<file path="config.mk">
export PLATFORM = sky130hd
export DESIGN_NAME = mem_stage_unit
export DESIGN_NICKNAME = d
export VERILOG_FILES = /design/src/rtl/mem_stage_unit.sv
export SDC_FILE = /design/constraint.sdc
export NUM_CORES = 1
export LEC_CHECK = 0
export CAP_MARGIN = 5
export CELL_PAD_IN_SITES_DETAIL_PLACEMENT = 1
export CELL_PAD_IN_SITES_GLOBAL_PLACEMENT = 1
export CORE_ASPECT_RATIO = 2
export CORE_UTILIZATION = 25
export DETAILED_ROUTE_END_ITERATION = 16
export PLACE_DENSITY_LB_ADDON = 0.12
export SKIP_CTS_REPAIR_TIMING = 1
export SYNTH_ARGS = -nofsm -noshare
export SYNTH_HDL_FRONTEND = slang
export SYNTH_SLANG_ARGS = --single-unit
export TNS_END_PERCENT = 10
</file>
<file path="constraint.sdc">
create_clock -name clock -period 6.2 [get_ports clock]
set_clock_uncertainty 0.1 [all_clocks]
set_input_delay 0.93 -clock clock [delete_from_list [all_inputs] [get_ports clock]]
set_output_delay 0.93 -clock clock [all_outputs]
set_load 0.1 [all_outputs]
</file>
<file path="src/rtl/mem_stage_unit.sv">
// mem_stage_unit: memory-stage access controller turning loads/stores into a
// valid/ready data-memory request, stalling until complete, and producing the
// writeback feedback (mem_write/_reg/_data) for the EX/MEM register.
// Ports: clock/reset (async active-high); mem_* inputs from the EX/MEM register;
// mem_stall to the pipeline; d_req_* / d_resp_* data-memory port; mem_write*
// writeback outputs (registered, one cycle after the instruction presents).
module mem_stage_unit #(
  parameter int CORE         = 0,
  parameter int DATA_WIDTH   = 32,
  parameter int ADDRESS_BITS = 20
) (
  input  logic                    clock,
  input  logic                    reset,
  input  logic                    mem_load,
  input  logic                    mem_store,
  input  logic                    mem_regWrite,
  input  logic [DATA_WIDTH-1:0]   mem_ALU_result,
  input  logic [DATA_WIDTH-1:0]   mem_store_data,
  input  logic [4:0]              mem_rd,
  output logic                    mem_stall,
  output logic                    d_req_valid,
  input  logic                    d_req_ready,
  output logic                    d_req_write,
  output logic [ADDRESS_BITS-1:0] d_req_addr,
  output logic [DATA_WIDTH-1:0]   d_req_wdata,
  input  logic                    d_resp_valid,
  input  logic [DATA_WIDTH-1:0]   d_resp_data,
  output logic                    mem_write,
  output logic [4:0]              mem_write_reg,
  output logic [DATA_WIDTH-1:0]   mem_write_data
);
  localparam logic [1:0] IDLE = 2'd0;
  localparam logic [1:0] REQ  = 2'd1;
  localparam logic [1:0] WAIT = 2'd2;
  localparam logic [1:0] DONE = 2'd3;
  logic [1:0] state;
  logic       is_store;
  logic       rw_q;
  logic [4:0] rd_q;
  logic       mem_op;
  logic       unused_ok;
  // Upper address bits are truncated by design; CORE is identification only.
  assign unused_ok = ^{mem_ALU_result[DATA_WIDTH-1:ADDRESS_BITS], 1'(CORE)};
  assign mem_op = mem_load | mem_store;
  // Reset gates the stall so every output reads 0 while reset is held.
  assign mem_stall = !reset && ((state == IDLE && mem_op) || state == REQ || state == WAIT);
  assign d_req_valid = state == REQ;
  assign d_req_write = is_store;
  always_ff @(posedge clock or posedge reset) begin
    if (reset) begin
      state          <= IDLE;
      is_store       <= 1'b0;
      rw_q           <= 1'b0;
      rd_q           <= 5'd0;
      d_req_addr     <= '0;
      d_req_wdata    <= '0;
      mem_write      <= 1'b0;
      mem_write_reg  <= 5'd0;
      mem_write_data <= '0;
    end else begin
      case (state)
        IDLE: begin
          if (mem_op) begin
            // Load+store together is treated as a store with no writeback.
            is_store    <= mem_store;
            rw_q        <= mem_regWrite & !mem_store;
            rd_q        <= mem_rd;
            d_req_addr  <= mem_ALU_result[ADDRESS_BITS-1:0];
            d_req_wdata <= mem_store_data;
            mem_write   <= 1'b0;
            state       <= REQ;
          end else begin
            mem_write      <= mem_regWrite & (mem_rd != 5'd0);
            mem_write_reg  <= mem_rd;
            mem_write_data <= mem_ALU_result;
          end
        end
        REQ: if (d_req_ready) state <= is_store ? DONE : WAIT;
        WAIT: begin
          if (d_resp_valid) begin
            mem_write      <= rw_q & (rd_q != 5'd0);
            mem_write_reg  <= rd_q;
            mem_write_data <= d_resp_data;
            state          <= DONE;
          end
        end
        default: begin
          mem_write <= 1'b0;
          state     <= IDLE;
        end
      endcase
    end
  end
endmodule

</file>
# Yosys cells after proc, flatten, opt, wreduce, memory -nomap -nowiden
# Index checks and enable logic that the tools add are counted.
[word_totals]
regBits = 99
input_bits = 108
output_inout_bits = 93
wordCells = 48
[op_classes]
n_eq_ne = 6
n_mux = 14
bitwise_logic = 5
n_reduce_logical = 14
[ops]
columns = ["op", "n"]
rows = [
  ["32-bit two-way mux", 2],
  ["32-bit one-hot mux with 2 select lines", 1],
  ["5-bit two-way mux", 2],
  ["5-bit one-hot mux with 2 select lines", 1],
  ["5-bit nonzero test", 2],
  ["2-bit two-way mux", 3],
  ["2-bit != test, second input constant", 3],
  ["2-bit one-hot mux with 3 select lines", 1],
  ["3-bit AND reduction", 2],
  ["2-bit AND reduction", 2],
  ["1-bit bitwise AND", 3],
  ["1-bit two-way mux", 3],
  ["1-bit one-hot mux with 3 select lines", 1],
  ["2-bit by 1-bit equality test with 1-bit output, second input constant", 1],
  ["2-bit equality test, second input constant", 1],
  ["1-bit logical AND", 2],
  ["1-bit zero test", 2],
  ["2-bit zero test", 1],
  ["1-bit logical OR", 2],
  ["2-bit by 1-bit != test with 1-bit output, second input constant", 1],
  ["2-bit nonzero test", 1],
  ["1-bit inverter", 1],
  ["1-bit bitwise OR", 1],
]

# Depth between registers and ports, before layout
[depth]
ltp_word = 5
mapped_depth = 9

# Worst setup path after synthesis
# No wires, ideal clock.
[synth_path]
path_kind = "register to output"
from = "reg state[1]"
to = "out mem_stall"
arrival_ns = 2.918
path_slack_ns = 2.252
path_stages_with_launch = 5
n_path_buf = 0
cell_sequence = "dfrtp_1 > inv_1 > ha_1 > nor2_1 > a21oi_1"
[synth_rtl]
columns = ["item", "line_no", "rtl"]
rows = [
  ["from (decl)", "36", "logic [1:0] state;"],
  ["from (signal assigned)", "78", "REQ: if (d_req_ready) state <= is_store ? DONE : WAIT;"],
  ["2-bit by 1-bit equality test with 1-bit output", "n/a", ""],
  ["named net d_req_valid", "21", "output logic d_req_valid,"],
  ["1-bit logical OR (2 in series)", "46", "assign mem_stall = !reset && ((state == IDLE && mem_op) || state == REQ || state == WAIT);"],
  ["1-bit logical AND", "46", ""],
  ["to (decl)", "20", "output logic mem_stall,"],
]
# The timed path passes the listed nets, and every way through them passes these cells.

# Final worst setup path
[layout_path]
from = "in mem_store"
to = "out mem_stall"
[layout_between]
elab_chain_len = 5
[layout_rtl]
columns = ["item", "line_no", "rtl"]
rows = [
  ["from (decl)", "15", "input logic mem_store,"],
  ["1-bit bitwise OR", "44", "assign mem_op = mem_load | mem_store;"],
  ["1-bit logical AND", "46", ""],
  ["1-bit logical OR (2 in series)", "46", ""],
  ["1-bit logical AND", "46", ""],
]
# No other way between the ends.

==> flow_summary.json <==
{
  "yosysMostFrequentCell": "dfrtp_1",
  "synth-warning-count": 0,
  "crit_start": "mem_store",
  "die-area_mm2": 0.0176,
  "drive_gt1_frac": 0.202,
  "grt_antenna_before_repair": 0,
  "fin_hold_ws_ns": 0.392,
  "grt_max_degree": 75,
  "synth_area_leader_cell": "dfrtp_1",
  "synth_top_family_by_area": "multiplexers",
  "die_w_um": 94.4,
  "path_cells": "clkdlybuf4s50_1, o21ai_2, buf_4, a21oi_1, clkdlybuf4s50_1",
  "synth_top_area_share": 0.581,
  "syn_nets": 435,
  "cp_slowest_stage_delay_ns": 1.15,
  "ios": 201,
  "clk_pin_slew_ns": 0.07,
  "max_cap_viol_count": 0,
  "first_global_vias": 3650,
  "gp_congestion": 0.699,
  "yosys.area_share.xor_xnor": 0,
  "area_growth_pct": 58.1,
  "clkLatencyLatePin_ns": 0.34,
  "fp-row-count": 67,
  "reg2regPathDepth": 8,
  "first_pass_iters": 4,
  "cts.sinks": 99,
  "slowest_stage": "clkdlybuf4s50_1",
  "hold_depth": 2,
  "path_max_fanout": 21,
  "synth_edf_count": 0,
  "clockBufferDepth": 2,
  "tightest_slew_ns": 1.08,
  "reg.largest.list": "d_req_wdata: 32 flops, mem_write_data: 32 flops, d_req_addr: 20 flops",
  "nNetsFinal": 631,
  "ys_ff_latch": 99,
  "worst_slack_ns": 2.07,
  "fin_crit_ns": 4.13,
  "synth_cells": 323,
  "port_buffers": 200,
  "hold_viol": 0,
  "synth_fa_ha_area_frac": 0.0117,
  "required_ns": 5.17,
  "slew_violations": 0,
  "slew_headroom": 0.281,
  "dp_hpwl_um": 9220,
  "synth_common_cells": "99 x dfrtp_1, 57 x mux2_2, 41 x nor2_1",
  "period_share": 0.666,
  "root_buffer": "clkbuf_16",
  "hp-start": "rw_q",
  "setup_viol": 0,
  "ys.flop_type": "dfrtp_1",
  "end_kind": "primary output",
  "max_freq_mhz": 242,
  "cts_tree": "done",
  "grt_usage": 0.148,
  "start_util": 0.256,
  "overflow": 0,
  "avgViaCountPerCell": 4.42,
  "routedWlPerCell_um": 17.2,
  "drt_iter0_drc": 38,
  "setup.worst_path.end": "mem_stall",
  "syn_area_mm2": 0.00427,
  "rr_endpoint": "mem_write_data[1]",
  "outcome": "finished, final reports clean",
  "crit_top_cell": "clkdlybuf4s50_1",
  "synth-simple-area-share": 0.0516,
  "rsz0062_at_grt": "false",
  "crit_type": "input port to primary output",
  "syn_area_per_cell_um2": 13.2,
  "muxShareOfSynthArea": 0.237,
  "wl_um": 12600,
  "tns_ns": 0,
  "pre_cts_slack_ns": 2.06,
  "grt_pass1_wl_um": 19300,
  "cts_buffers": 9,
  "core_area_mm2": 0.0167,
  "arrival_ns": 3.10,
  "diodes": 0,
  "yosys-top-cells-area": "dfrtp_1 58%, mux2_2 15%, mux2i_1 8.7%",
  "rrSetupSlack_ns": 3.35,
  "antenna_left": 0,
  "r2r_start": "state[0]",
  "async_reset_ff_frac": 1.00,
  "yosysSeqAreaShare": 0.581,
  "vias": 3231,
  "h-tree-depth": 3,
  "hp-class": "register to register",
  "synth_cell_types": 23,
  "critPathLaunchType": "input port",
  "drc": 0,
  "die_y_um": 187,
  "synth_compound_area_frac": 0.0821
}
stage by stage:
stage                     cell area [um2]  std cells   util
after floorplan                      4270        323      -
after global placement               6430        715  0.386
after detailed placement             6430        715  0.386
after CTS                            6750        731  0.404
after global routing                 6750        731  0.404
final                                6750        731  0.404
final cells by class:
type,instances,area [um2]
timing repair buffer,204,2030
inverter,4,17.5
clock buffer,12,267
multi-input combinational,201,1650
sequential,99,2480
tap,207,259
clock inverter,4,47.5
fill,1809,9940
per-layer routing:
metal,share of wire,vias up,global-route usage
met4,0.032,0,0.0716
li1,-,1505,-
met2,0.58,116,0.275
met3,0.059,17,0.0346
met1,0.33,1593,0.148
met5,0,-,0
worst min-delay path by stage:
| stage | slack (ns) | to |
|---|---|---|
| after floorplan | 0.35 | rw_q |
| after global placement | 0.38 | rw_q |
| after detailed placement | 0.38 | rw_q |
| after CTS | 0.40 | rw_q |
| after global routing | 0.43 | d_req_wdata[25] |
| final | 0.39 | rw_q |
layout by cell type, fill, tap and decap left out, drive strengths merged:
| cell | n |
|---|---|
| clkdlybuf4s50 | 200 |
| nand2b | 1 |
| nor3 | 2 |
| mux2 | 57 |
| o311a | 1 |
| nor2 | 41 |
| inv | 4 |
| mux2i | 37 |
| a21oi | 39 |
| dfrtp | 99 |
| a41oi | 1 |
| clkbuf | 12 |
| o21a | 1 |
| o21ai | 5 |
| or3 | 1 |
| a221oi | 1 |
| ha | 4 |
| nand2 | 8 |
| clkinv | 2 |
| clkinvlp | 1 |
| buf | 4 |
| o41ai | 1 |
| bufinv | 1 |
| nor2b | 1 |
cells by family (layout without fill, tap and decap cells):
family | Yosys count | after routing
mux | 94 | 94
simple gates | 54 | 54
fa+ha+maj | 4 | 4
buf+inv | 23 | 224
flops | 99 | 99
compound gates | 49 | 49
critical path: cells and delay by family:
family / cells / cell delay [ns]
buffers and inverters: 3 / 1.94
AO/OA/AOI/OAI: 2 / 0.22
Power is not shown: default switching activity piles up to over one toggle a cycle in this logic, so the estimate is an artifact.
